### src/rtl/lsu_pkg.sv
// Shared definitions for the load/store unit: funct3 encodings, FSM states
// and the request legality check.
package lsu_pkg;

    localparam logic [2:0] F3_B  = 3'b000;
    localparam logic [2:0] F3_H  = 3'b001;
    localparam logic [2:0] F3_W  = 3'b010;
    localparam logic [2:0] F3_BU = 3'b100;
    localparam logic [2:0] F3_HU = 3'b101;

    typedef enum logic [2:0] {
        ST_IDLE     = 3'd0,
        ST_RD_ISSUE = 3'd1,
        ST_RD_DATA  = 3'd2,
        ST_WR_ISSUE = 3'd3,
        ST_RESP     = 3'd4
    } lsu_state_t;

    // Returns 1 when a request is misaligned, uses an illegal funct3, is an
    // unsigned store, or targets a word beyond the memory.
    function automatic logic lsu_req_error(input logic        we,
                                           input logic [2:0]  funct3,
                                           input logic [31:0] addr,
                                           input logic [31:0] mem_words);
        logic bad;
        bad = 1'b0;
        case (funct3)
            F3_B:    bad = 1'b0;
            F3_H:    bad = addr[0];
            F3_W:    bad = (addr[1:0] != 2'b00);
            F3_BU:   bad = we;
            F3_HU:   bad = we | addr[0];
            default: bad = 1'b1;
        endcase
        if ({2'b00, addr[31:2]} >= mem_words) begin
            bad = 1'b1;
        end else begin
            bad = bad;
        end
        return bad;
    endfunction

endpackage

### src/rtl/lsu_align.sv
// Lane handling between the word-wide memory and sub-word accesses:
// extract-and-extend for loads, lane merge for read-modify-write stores.
module lsu_align
    import lsu_pkg::*;
(
    input  logic [31:0] rdata,
    input  logic [31:0] old_word,
    input  logic [31:0] wdata,
    input  logic [1:0]  addr_lo,
    input  logic [2:0]  funct3,
    output logic [31:0] load_data,
    output logic [31:0] store_word
);

    logic [7:0]  byte_s;
    logic [15:0] half_s;

    // Select the addressed lane and extend it according to funct3.
    always_comb begin
        case (addr_lo)
            2'd0:    byte_s = rdata[7:0];
            2'd1:    byte_s = rdata[15:8];
            2'd2:    byte_s = rdata[23:16];
            2'd3:    byte_s = rdata[31:24];
            default: byte_s = 8'h00;
        endcase
        half_s = addr_lo[1] ? rdata[31:16] : rdata[15:0];
        case (funct3)
            F3_B:    load_data = {{24{byte_s[7]}}, byte_s};
            F3_H:    load_data = {{16{half_s[15]}}, half_s};
            F3_W:    load_data = rdata;
            F3_BU:   load_data = {24'h000000, byte_s};
            F3_HU:   load_data = {16'h0000, half_s};
            default: load_data = 32'h0000_0000;
        endcase
    end

    // Replace the addressed lane of the old word with the low store bytes.
    always_comb begin
        store_word = old_word;
        case (funct3)
            F3_B: begin
                case (addr_lo)
                    2'd0:    store_word[7:0]   = wdata[7:0];
                    2'd1:    store_word[15:8]  = wdata[7:0];
                    2'd2:    store_word[23:16] = wdata[7:0];
                    2'd3:    store_word[31:24] = wdata[7:0];
                    default: store_word        = old_word;
                endcase
            end
            F3_H: begin
                if (addr_lo[1]) begin
                    store_word[31:16] = wdata[15:0];
                end else begin
                    store_word[15:0] = wdata[15:0];
                end
            end
            default: store_word = wdata;
        endcase
    end

endmodule

### src/rtl/load_store_unit.sv
// Load/store unit: takes one request at a time from execute, drives the
// word-only data memory port and returns an aligned, extended result.
// Sub-word stores are done as read-modify-write.
module load_store_unit
    import lsu_pkg::*;
#(
    parameter int MEM_WORDS = 4096
) (
    input  logic        clk,
    input  logic        rst,
    input  logic        req_valid,
    output logic        req_ready,
    input  logic        req_we,
    input  logic [2:0]  req_funct3,
    input  logic [31:0] req_addr,
    input  logic [31:0] req_wdata,
    output logic        resp_valid,
    output logic [31:0] resp_rdata,
    output logic        resp_err,
    output logic [31:0] mem_addr,
    output logic        mem_r_enable,
    output logic        mem_w_enable,
    output logic [31:0] mem_wdata,
    input  logic [31:0] mem_rdata
);

    lsu_state_t  state_r, state_next_s;
    logic        we_r, we_next_s;
    logic [2:0]  funct3_r, funct3_next_s;
    logic [1:0]  addr_lo_r, addr_lo_next_s;
    logic [31:0] wdata_r, wdata_next_s;
    logic [31:0] mem_addr_next_s;
    logic [31:0] wbuf_next_s;
    logic [31:0] resp_rdata_next_s;
    logic        resp_err_next_s;
    logic [31:0] load_data_s;
    logic [31:0] store_word_s;

    lsu_align u_align (
        .rdata      (mem_rdata),
        .old_word   (mem_rdata),
        .wdata      (wdata_r),
        .addr_lo    (addr_lo_r),
        .funct3     (funct3_r),
        .load_data  (load_data_s),
        .store_word (store_word_s)
    );

    // Next-state logic plus next values for the request latch, write buffer
    // and response registers; every output is registered from these.
    always_comb begin
        state_next_s      = state_r;
        we_next_s         = we_r;
        funct3_next_s     = funct3_r;
        addr_lo_next_s    = addr_lo_r;
        wdata_next_s      = wdata_r;
        mem_addr_next_s   = mem_addr;
        wbuf_next_s       = mem_wdata;
        resp_rdata_next_s = resp_rdata;
        resp_err_next_s   = resp_err;
        case (state_r)
            ST_IDLE: begin
                if (req_valid && req_ready) begin
                    we_next_s       = req_we;
                    funct3_next_s   = req_funct3;
                    addr_lo_next_s  = req_addr[1:0];
                    wdata_next_s    = req_wdata;
                    mem_addr_next_s = {req_addr[31:2], 2'b00};
                    if (lsu_req_error(req_we, req_funct3, req_addr, 32'(MEM_WORDS))) begin
                        resp_rdata_next_s = 32'h0000_0000;
                        resp_err_next_s   = 1'b1;
                        state_next_s      = ST_RESP;
                    end else if (req_we && (req_funct3 == F3_W)) begin
                        wbuf_next_s  = req_wdata;
                        state_next_s = ST_WR_ISSUE;
                    end else begin
                        state_next_s = ST_RD_ISSUE;
                    end
                end else begin
                    state_next_s = ST_IDLE;
                end
            end
            ST_RD_ISSUE: state_next_s = ST_RD_DATA;
            ST_RD_DATA: begin
                if (we_r) begin
                    wbuf_next_s  = store_word_s;
                    state_next_s = ST_WR_ISSUE;
                end else begin
                    resp_rdata_next_s = load_data_s;
                    resp_err_next_s   = 1'b0;
                    state_next_s      = ST_RESP;
                end
            end
            ST_WR_ISSUE: begin
                resp_rdata_next_s = 32'h0000_0000;
                resp_err_next_s   = 1'b0;
                state_next_s      = ST_RESP;
            end
            ST_RESP: state_next_s = ST_IDLE;
            default: state_next_s = ST_IDLE;
        endcase
    end

    // State, latch and output registers; strobes and handshake flags are
    // registered decodes of the next state so they line up with that state.
    always_ff @(posedge clk or posedge rst) begin
        if (rst) begin
            state_r      <= ST_IDLE;
            we_r         <= 1'b0;
            funct3_r     <= 3'b000;
            addr_lo_r    <= 2'b00;
            wdata_r      <= 32'h0000_0000;
            req_ready    <= 1'b1;
            resp_valid   <= 1'b0;
            resp_rdata   <= 32'h0000_0000;
            resp_err     <= 1'b0;
            mem_addr     <= 32'h0000_0000;
            mem_r_enable <= 1'b0;
            mem_w_enable <= 1'b0;
            mem_wdata    <= 32'h0000_0000;
        end else begin
            state_r      <= state_next_s;
            we_r         <= we_next_s;
            funct3_r     <= funct3_next_s;
            addr_lo_r    <= addr_lo_next_s;
            wdata_r      <= wdata_next_s;
            req_ready    <= (state_next_s == ST_IDLE);
            resp_valid   <= (state_next_s == ST_RESP);
            resp_rdata   <= resp_rdata_next_s;
            resp_err     <= resp_err_next_s;
            mem_addr     <= mem_addr_next_s;
            mem_r_enable <= (state_next_s == ST_RD_ISSUE);
            mem_w_enable <= (state_next_s == ST_WR_ISSUE);
            mem_wdata    <= wbuf_next_s;
        end
    end

endmodule

### config.mk
export PLATFORM = sky130hd
export DESIGN_NAME = load_store_unit
export DESIGN_NICKNAME = d
export VERILOG_FILES = /design/src/rtl/lsu_pkg.sv /design/src/rtl/lsu_align.sv /design/src/rtl/load_store_unit.sv
export SDC_FILE = /design/constraint.sdc
export NUM_CORES = 1
export LEC_CHECK = 0
export ABC_CLOCK_PERIOD_IN_PS = 12800
export CAP_MARGIN = 20
export CORE_MARGIN = 1.5
export CORE_UTILIZATION = 52
export CTS_CLUSTER_DIAMETER = 80
export DETAILED_ROUTE_END_ITERATION = 12
export HOLD_SLACK_MARGIN = 0.03
export PLACE_DENSITY = 0.93
export SLEW_MARGIN = 20
export SYNTH_ARGS = -nofsm -noshare
export SYNTH_HDL_FRONTEND = slang
export SYNTH_SLANG_ARGS = --single-unit
### constraint.sdc
create_clock -name clk -period 12.8 [get_ports clk]
set_input_delay 3.84 -clock clk [delete_from_list [all_inputs] [get_ports clk]]
set_output_delay 3.84 -clock clk [all_outputs]
set_load 0.05 [all_outputs]
# Word-level counts from Yosys, hierarchy flattened
# Cells that the tools add are included.
[totals]
out_inout_bits = 101
word_cells = 83
reg_bits = 140
in_bits = 103
[op_classes]
n_eq_ne = 23
n_mux = 32
n_reduce_logical = 13
n_bitwise = 1
magnitude_cmp = 1
[op_table]
columns = ["operator", "count"]
rows = [
  ["2-to-1 mux 32 bit", 7],
  ["case mux 32 bit (5 select lines)", 1],
  ["case mux 32 bit (2 select lines)", 2],
  ["case mux 32 bit (3 select lines)", 1],
  ["2-to-1 mux 16 bit", 3],
  ["2-to-1 mux 8 bit", 4],
  ["case mux 8 bit (4 select lines)", 1],
  ["greater-or-equal comparator 30 x 13 -> 1 bit (second input constant)", 1],
  ["== test 3 x 2 -> 1 bit (second input constant)", 5],
  ["== test 3 bit (second input constant)", 5],
  ["== test 3 x 1 -> 1 bit (second input constant)", 4],
  ["zero test 3 bit", 4],
  ["!= test 2 bit (second input constant)", 6],
  ["case mux 3 bit (4 select lines)", 1],
  ["2-to-1 mux 3 bit", 3],
  ["2-to-1 mux 1 bit", 6],
  ["case mux 1 bit (5 select lines)", 1],
  ["AND reduction 5 bit", 1],
  ["== test 2 bit (second input constant)", 2],
  ["AND reduction 4 bit", 1],
  ["nonzero test 2 bit", 2],
  ["case mux 1 bit (3 select lines)", 1],
  ["nonzero test 3 bit", 1],
  ["== test 2 x 1 -> 1 bit (second input constant)", 1],
  ["other kinds (5)", 6],
]

# Longest topological paths before layout
[logic_depth]
ltp_word = 9
depth_mapped = 8

# Modules after synthesis
# A second synthesis with hierarchy kept.
[hier_totals]
cells_unflattened = 734
area_unflattened_um2 = 7315.8
[by_module_without_submodules]
columns = ["mod", "cells_each", "instances", "area_per_inst_um2"]
rows = [
  ["load_store_unit", 516, 1, 5864.4],
  ["lsu_align", 218, 1, 1451.4],
]

# Least setup slack after synthesis
# OpenSTA, ideal clock, no wires.
[synth_timing]
kind = "input to register"
from = "input port req_addr[0]"
to = "register mem_wdata[7]"
required_ps = 12672
arrival_ps = 5423
cell_stages = 7
slack_ps = 7249
setup_ps = 128
cell_sequence = "a221oi_1 > o211ai_1 > or3b_1 > o21a_1 > buf_6 > buf_6 > mux2_1"
[synth_via]
elab_chain_len = 7
elab_cells_between_ends = 8
classes_between = "eq/ne (1); mux (4); bitwise (1); reduce/logical (2)"
[synth_rtl]
columns = ["element", "line", "text"]
rows = [
  ["start: declaration", "load_store_unit.sv:15", "input logic [31:0] req_addr,"],
  ["bitwise OR 1 bit or nonzero test 2 bit (tied branches)", "lsu_pkg.sv:32, lsu_pkg.sv:30", ""],
  ["case mux 1 bit (5 select lines) (*)", "lsu_pkg.sv:27", "case (funct3)"],
  ["2-to-1 mux 1 bit (*)", "lsu_pkg.sv:35", "if ({2'b00, addr[31:2]} >= mem_words) begin"],
  ["2-to-1 mux 1 bit (*)", "load_store_unit.sv:63", "if (req_valid && req_ready) begin"],
  ["2-to-1 mux 1 bit (*)", "load_store_unit.sv:61", "case (state_r)"],
  ["!= test 2 bit (no line) (*)", "--", ""],
  ["AND reduction 5 bit (no line) (*)", "--", ""],
  ["end signal: assignment", "load_store_unit.sv:134", "mem_wdata <= wbuf_next_s;"],
  ["end: declaration", "load_store_unit.sv:23", "output logic [31:0] mem_wdata,"],
]
# Mark *: on every way between the ends. The rest lies on a longest branch, timed or not. The select of a mux whose other input is x is not followed.
# A chain may end at the register's enable or synchronous reset.

# Worst setup path in the final report
[layout_timing]
from = "input port req_addr[14]"
to = "register mem_wdata[19]"
[layout_via]
elab_chain_len = 6
[layout_rtl]
columns = ["element", "line"]
rows = [
  ["greater-or-equal comparator 30 x 13 -> 1 bit", "lsu_pkg.sv:35"],
  ["2-to-1 mux 1 bit", "lsu_pkg.sv:35"],
  ["2-to-1 mux 1 bit", "load_store_unit.sv:63"],
  ["2-to-1 mux 1 bit", "load_store_unit.sv:61"],
  ["!= test 2 bit (no line)", "--"],
  ["AND reduction 5 bit (no line)", "--"],
]
# No other way between the ends. The select of a mux whose other input is x is not followed.

==> summary.txt <==
Setup path
  • R2R Setup Slk: 9.90 ns
  • Crit path capture: mem_wdata[19]
  • Crit Path Max Fanout: 33
  • R2r endpoint: mem_wdata[19]
  • Crit path DAT: 6.46 ns
  • Crit path kind: in -> reg
  • Reg2reg start: funct3_r[0]
  • Worst reg-to-reg path cell count: 5
  • Startpoint type of the worst setup path: primary input
  • Crit. Startpoint: req_addr[14]
  • Required @ worst endpoint: 13.10 ns
  • Setup crit end kind: register

Floorplanning
  • Core box area: 13200 sq um
  • Die height: 119 microns
  • Io pins: 204
  • Die ar.: 14200 sq um
  • Core Rows: 42
  • Initial core utilization: 53.1%
  • Die X: 119 microns

Route
  • Top Metal Used: met4
  • DRT met1 WL: 8.40 mm
  • Antenna Nets Post-Route: 0
  • Met2 wire length: 9.56 mm
  • Drc violations: 0
  • Routed WL per cell: 21.0 microns
  • Iter 0 DRT Violations: 756
  • Via density: 6.09
  • Routed wire length: 21.0 mm
  • Vias: 6069
  • DR WL met3: 2.11 mm
  • Detailed Routing Iterations Pass 1: 6

Pwr
  • Pwr Density: 152 nW/um^2
  • Final total power: 1.47 mW
  • Maximum VDD drop: 0.000145 V
  • Static Leak: 4.06 nW

STA
  • Final min period: 6.16 ns
  • Clock skew: 0.00992 ns
  • RSZ-0062 raised after global routing: no
  • Slew Limit Headroom: 31.4%
  • Max-slew violation count: 0
  • Final period utilization: 48.1%
  • Hold WS: 0.476 ns
  • Final Hold Fails: 0
  • Actual slew at the worst max-slew pin: 1.03 ns
  • Maximum clock rate: 162 MHz
  • Final setup violation count: 0
  • Setup TNS: 0 ns

Clock network
  • CTS clock-pin slew for the worst setup and hold paths: 0.06 ns
  • Num Clock Sinks: 140
  • Postcts setup bufs: 0
  • H-Tree Level Count: 4
  • Number of gates resized after cts: 0
  • CTS tree: yes
  • CTS root buffer: clkbuf_16
  • Post-cts hold buffer count: 0
  • Clock Tree Buf Depth: 2
  • Clk_lat worst skew: 0.43 ns
  • TritonCTS buffer count: 17

Place
  • Final HPWL DP: 14.5 mm
  • Placed insts: 965
  • Placed cell area: 9080 sq um
  • Placer Congestion: 0.884
  • IO Port Bufs: 201

Final layout
  • Area grow syn2layout: 38.2%
  • Commonest non-fill, non-tap cell in the layout: clkdlybuf4s50_1
  • Nets: 911
  • Non-filler cells, final: 996
  • Final instance area: 9680 sq um
  • Fillcell total: 886
  • Ant. Diodes: 0
  • Most frequent cells in the layout: clkdlybuf4s50_1, dfrtp_1, mux2_2
  • Share of cells above drive strength 1: 17.8%

Logic synthesis
  • Synth Instances: 633
  • Synth Cell Area: 7000 sq um
  • Async set-or-reset flop fraction in the synthesized netlist: 100%
  • Synth area leaders: dfrtp_1, mux2_2, mux2_4, o31ai_1, a21oi_1
  • Area leader, netlist: dfrtp_1
  • Register area share after synthesis: 50.0%
  • Netlist cell types: 44
  • Seq cells post-synth: 140
  • Average size of a mapped cell: 11.1 sq um
  • Post-synth EDFFs: 0
  • Synth Flop Type: dfrtp_1
  • Ys Warns: 0
  • Synth top area share: 49.7%

Min path
  • HP Class: reg -> reg

Global routing
  • Grt ovf: 0
  • Maximum number of pins on one net before global-route repair: 76
  • Vias in the first global route: 5952
  • Initial antenna violation count: 0
  • First-pass GRT wire length: 32.9 mm
  • GRT Util Overall: 30.4%

Flow run
  • Max_cap viols: 0

Outcome
  • Status: finished clean
## cell families (layout without fill, tap and decap cells)
family          Yosys count  in the layout  share of synthesized area, %
compound gates          177            177                          16.6
buf+inv                  62            248                          4.02
flops                   140            140                          50.0
mux                     126            126                          21.2
other cells               1              2                        0.0535
simple gates            127            127                          8.11
## worst min path at each step
stage,from,endpoint,cells past startpoint
3_5_place_dp,resp_rdata[12],resp_rdata[12],2
3_3_place_gp,resp_rdata[8],resp_rdata[8],2
6_report,resp_rdata[12],resp_rdata[12],2
4_1_cts,resp_rdata[12],resp_rdata[12],2
5_1_grt,resp_rdata[27],resp_rdata[27],2
2_1_floorplan,wdata_r[16],wdata_r[16],1
## power by group
| part | internal (mW) | switching [mW] | leakage (nW) |
|---|---|---|---|
| clock | 0.320 | 0.182 | 0.290 |
| sequential | 0.496 | 0.0487 | 1.75 |
| combinational | 0.177 | 0.252 | 2.02 |
| total | 0.992 | 0.482 | 4.06 |
## area by class of cell
type / count / area (sq um) / area share (%)
well taps: 176 / 220 / 2.28
clock buffers: 24 / 482 / 4.98
clock inverters: 7 / 113 / 1.16
inverters: 9 / 38.8 / 0.401
multi-input cells: 432 / 3260 / 33.6
repair buffers: 208 / 2060 / 21.3
flip-flops and latches: 140 / 3510 / 36.2
## metrics by stage
step | utilization (%) | worst slack [ns]
after floorplan | - | 5.21
after global placement | 68.9 | 6.38
after detailed placement | 68.9 | 6.21
after CTS | 73.4 | 6.65
after global routing | 73.4 | 6.56
final | 73.4 | 6.64
## sequential cells by signal, indices dropped and copies added (netlist names)
name and count:
resp_err 1, resp_valid 1, funct3_r 3, mem_wdata 32, mem_r_enable 1, addr_lo_r 2
req_ready 1, state_r 3, mem_addr 30, resp_rdata 32, mem_w_enable 1, wdata_r 32
we_r 1
## synth_stat cells, types with 2 or more instances
master	instances
o21a_1	2
clkbuf_1	33
o211ai_1	8
a21oi_1	49
o31ai_1	34
dfrtp_1	139
mux2_4	20
buf_1	5
and3_1	9
buf_4	2
a31oi_1	14
nand2b_1	2
nor4_1	5
mux2_2	80
a221oi_1	9
and2_1	2
nand2_1	60
a222oi_1	9
mux2i_1	16
inv_1	9
nor2_1	40
mux2_1	9
o21ai_1	2
a2bb2oi_1	6
a211oi_1	10
buf_2	9
buf_6	4
o21ai_0	29
nand3_1	2
## critical path, cell delays in order
cell	delay [ns]
clkdlybuf4s50_1	0.43
nor4_1	0.41
o211ai_1	0.28
or3b_1	0.48
o21a_2	0.54
mux2_1	0.46
## routing by layer
| metal | track usage (%) | vias to the layer above |
|---|---|---|
| met2 | 46.0 | 405 |
| li1 | - | 2684 |
| met1 | 39.9 | 2907 |
| met5 | 0 | - |
| met4 | 15.4 | 0 |
| met3 | 8.91 | 73 |
No activity file was read; power rests on OpenSTA's default activity.
==> RTL edit 1: new RTL, same settings <==
The 5 states of `lsu_state_t` get a Gray code encoding in 3 bits.
--- a/src/rtl/lsu_pkg.sv
+++ b/src/rtl/lsu_pkg.sv
@@ -9,11 +9,11 @@
     localparam logic [2:0] F3_HU = 3'b101;
 
     typedef enum logic [2:0] {
-        ST_IDLE     = 3'd0,
-        ST_RD_ISSUE = 3'd1,
-        ST_RD_DATA  = 3'd2,
-        ST_WR_ISSUE = 3'd3,
-        ST_RESP     = 3'd4
+        ST_IDLE     = 3'b000,
+        ST_RD_ISSUE = 3'b001,
+        ST_RD_DATA  = 3'b011,
+        ST_WR_ISSUE = 3'b010,
+        ST_RESP     = 3'b110
     } lsu_state_t;
 
     // Returns 1 when a request is misaligned, uses an illegal funct3, is an
Behaviour: no difference found for any inputs over 4 cycles, from zero or initial values and one cycle with rst high; so few cycles prove little.
==> RTL edit 1 against the unedited design <==
Sequential cell count stayed put. Final area is 0.26% higher. Routed wire length is 0.98% higher. Register-to-register slack better by 310 ps. Worst setup slack worse by 15 ps. Area after synthesis is 1.6% higher. Count of clock-buffer cells in the layout is 5 higher. Critical path depth is 1 higher. First-iteration DRC count is 11% lower. Non-clock buffer count is 1 lower. Sequential share of layout area is 0.11 points lower. Synthesized cell count is 2.5% higher.
Power is not compared: it rests on default switching activity, and its combinational part moved more than twofold at a synthesized area within 25%.
==> RTL edit 1: results (changes against the unedited design) <==
- RD Place Congestion: 0.9366 (+6.0%)
- Register area share after synthesis: 49.26% (-0.78 points)
- Cells after synthesis: 649 (+2.5%)
- Layout Nets: 930 (+2.1%)
- Reg2Reg Depth: 6 (+1)
- GRT Util Overall: 30.11% (-0.25 points)
- Vias in the first global route: 6101 (+2.5%)
- Status: complete, no violations
- Commonest cells in the netlist: dfrtp_1 (139), mux2_2 (86), nand2_1 (60), a21oi_1 (35)
- First-pass GRT wire length: 33040 µm (+0.57%)
- Placed inst area: 0.009169 mm² (+0.95%)
- Fill count: 919 (+3.7%)
- WL final: 21170 µm (+0.98%)
- Wl on met1: 8453 µm (+0.64%)
- Crit path DAT: 6470 ps (about the same)
- Ratio of cells with drive above 1 in the final layout: 17.50% (-0.30 points)
- Slew headroom: 29.40% (-2.0 points)
- CP max stage cell: o21ai_4
- DP Wirelength: 14910 µm (+2.9%)
- Met1 GRT Util: 38.53% (-1.3 points)
- Clock Skew: 7.261 ps (-2.660 ps)
- DR vias/cell: 6.126 (+0.54%)
- Cells after DPL: 984 (+2.0%)
- Vias: 6224 (+2.6%)
- Post-synthesis mux area share: 20.47% (-0.74 points)
- Pin count of the biggest net entering global routing: 73 (-3.9%)
- Metal2 WL: 10010 µm (+4.7%)
- Post-synthesis compound-gate area fraction: 15.76% (-0.80 points)
- Final Cell Area: 0.009704 mm² (+0.26%)
## RTL edit 1: layout make-up
cell class / count / area share, %
Multi-Input combinational cell: 455 / 34.62
Sequential cell: 140 / 36.11
Clock buffer: 29 / 5.364
Timing Repair Buffer: 207 / 21.20
Tap cell: 176 / 2.269
Clock inverter: 3 / 0.1547
Inverter: 6 / 0.2837
## RTL edit 1: path summary, 6_finish.rpt
kind	slack (ps)	end
min in group asynchronous	3880	resp_rdata[13]
setup / recovery	6630	mem_wdata[20]
hold reg to reg	480	resp_rdata[3]
hold / removal	480	resp_rdata[3]
setup reg to reg	10210	mem_wdata[20]
max in group asynchronous	7550	resp_rdata[7]
## RTL edit 1: power by group
| group | internal [µW] | switching, µW |
|---|---|---|
| logic | 464 | 693 |
| registers | 601 | 148 |
| clock network | 273 | 180 |
| total | 1340 | 1020 |
## RTL edit 1: worst max-delay path, delay by kind of cell
family,cells,cell delay [ps]
and+or+nand+nor,4,1210
AOI/OAI and AO/OA,1,530
buffers and inverters,1,450
muxes,1,420
==> RTL edit 2: new RTL, config.mk and constraints unchanged <==
Made on the original files. The parameter `MEM_WORDS` goes from 4096 to 2048.
--- a/src/rtl/load_store_unit.sv
+++ b/src/rtl/load_store_unit.sv
@@ -4,7 +4,7 @@
 module load_store_unit
     import lsu_pkg::*;
 #(
-    parameter int MEM_WORDS = 4096
+    parameter int MEM_WORDS = 2048
 ) (
     input  logic        clk,
     input  logic        rst,
Function: changed (a bounded check fails within 4 cycles, from zero or initial values and one cycle with rst high).
==> RTL edit 2 against the unedited design <==
Final area up 0.18%. Power up 1.4%. Hold slack better by 18 ps. Sequential cell count unchanged. Sequential share of layout area down 0.065 points. Register-to-register slack better by 180 ps. Worst setup slack better by 33 ps. Die area down 0.49%. Area after synthesis down 0.50%. Clock power up 7.8%. Routed wire length up 1.3%. Highest routed layer unchanged.
==> RTL edit 2: results (changes against the unedited design) <==
- First-pass GRT wire length: 33810 µm (+2.9%)
- Netlist cell types: 40 (-9.1%)
- Final clock-cell share: 6.594% (+0.45 points)
- Hold WS: 494.5 ps (+18.41 ps)
- Clkbuf count: 20 (-17%)
- Ratio of cells with drive above 1 in the final layout: 20.25% (+2.4 points)
- Register area share after synthesis: 50.30% (+0.25 points)
- Iteration-0 DRC Markers: 523 (-31%)
- Buffers added on ports: 201 (unchanged)
- Worst Hold Depth: 1 (-1)
- Global Route met2 Usage: 53.23% (+7.3 points)
- Seq/total area: 36.15% (-0.065 points)
- Wl on met1: 8498 µm (+1.2%)
- Setup WS pre-CTS: 6264 ps (+51.67 ps)
- Worst path max stage delay: 440 ps (-100 ps)
- Adder-cell share of the synthesized area: 0% (unchanged)
- Status: complete, no violations
- Multi-input combinational area share: 33.06% (-0.58 points)
- RD Place Congestion: 0.9198 (+4.1%)
- Worst-margin pin slew: 999.8 ps (-28.84 ps)
- Vias: 5919 (-2.5%)
- Setup crit end: mem_wdata[15]
- Hold Crit Start: resp_rdata[28]
- VDD IR max: 0.1050 mV (-28%)
- Clock Skew: 9.893 ps (-0.02847 ps)
- Vias in the first global route: 6126 (+2.9%)
- GRT Util Overall: 31.07% (+0.70 points)
- Comb_multi_in: 422 (-2.3%)
- DR WL met3: 1554 µm (-26%)
- Crit-path leading delay family: compound AO/OA/AOI/OAI gates
- Crit Path Max Fanout: 33 (unchanged)
- CP max stage cell: clkdlybuf4s50_1
- Crit path from: req_addr[15]
- Worst Hold Class: register to register
- Post-synthesis mux area share: 22.64% (+1.4 points)
- Minimum clock period: 6125 ps (-32.62 ps)
- Buffering overhead: 21.37% (+0.039 points)
- Met1 GRT Util: 38.69% (-1.2 points)
- Post-synthesis compound-gate area fraction: 15.33% (-1.2 points)
- Pin count of the biggest net entering global routing: 73 (-3.9%)
- Commonest cells in the netlist: dfrtp_1 (139), mux2_2 (117), o21ai_0 (53), a21oi_1 (51), nand2_1 (46)
- DP Wirelength: 14950 µm (+3.2%)
- Leakage: 0.004152 µW (+2.2%)
- Metal2 WL: 10610 µm (+11%)
- Routed WL per cell: 21.43 µm (+1.8%)
- Buffers, non-clock: 209 (+0.48%)
- FFs & Latches: 140 (unchanged)
- Fill count: 868 (-2.0%)
- Reg-to-Reg End: mem_wdata[18]
- Pre-Repair DR Iteration Count: 7 (+1)
- Routing usage on met3: 6.950% (-2.0 points)
- Area contributors post-synth: dfrtp_1 (50%), mux2_2 (19%), o21ai_0 (3.8%)
- Layout Nets: 906 (-0.55%)
- R2R setup slack: 10080 ps (+180 ps)
- Non-clk invs: 13 (+4)
- Worst hold endpoint: resp_rdata[28]
- Crit path DAT: 6420 ps (-40 ps)
RTL edit 2: cell count changes in the layout (fill, tap and decap cells not counted), moves of 13 or more:
| cell | change |
|---|---|
| nand2_1 | -13 |
| mux2_4 | -20 |
| o31ai_1 | -34 |
| o21ai_0 | +24 |
| o2bb2ai_1 | +16 |
| a31oi_1 | -14 |
| mux2_2 | +37 |
| nor2_1 | -29 |
RTL edit 2: power breakdown:
part	leakage [µW]	internal [µW]	switching (µW)
clock network	0.000306	350	190
registers	0.00175	495	55.8
logic	0.00209	170	234
total	0.00415	1020	480
RTL edit 2: per-stage QoR:
| stage | instances | area [µm²] | utilization [%] |
|---|---|---|---|
| after CTS | 991 | 9693 | 73.78 |
| after detailed placement | 960 | 9054 | 68.91 |
| after global routing | 991 | 9697 | 73.81 |
| final | 991 | 9697 | 73.81 |
| after global placement | 960 | 9054 | 68.91 |
| after floorplan | 623 | 6972 | - |
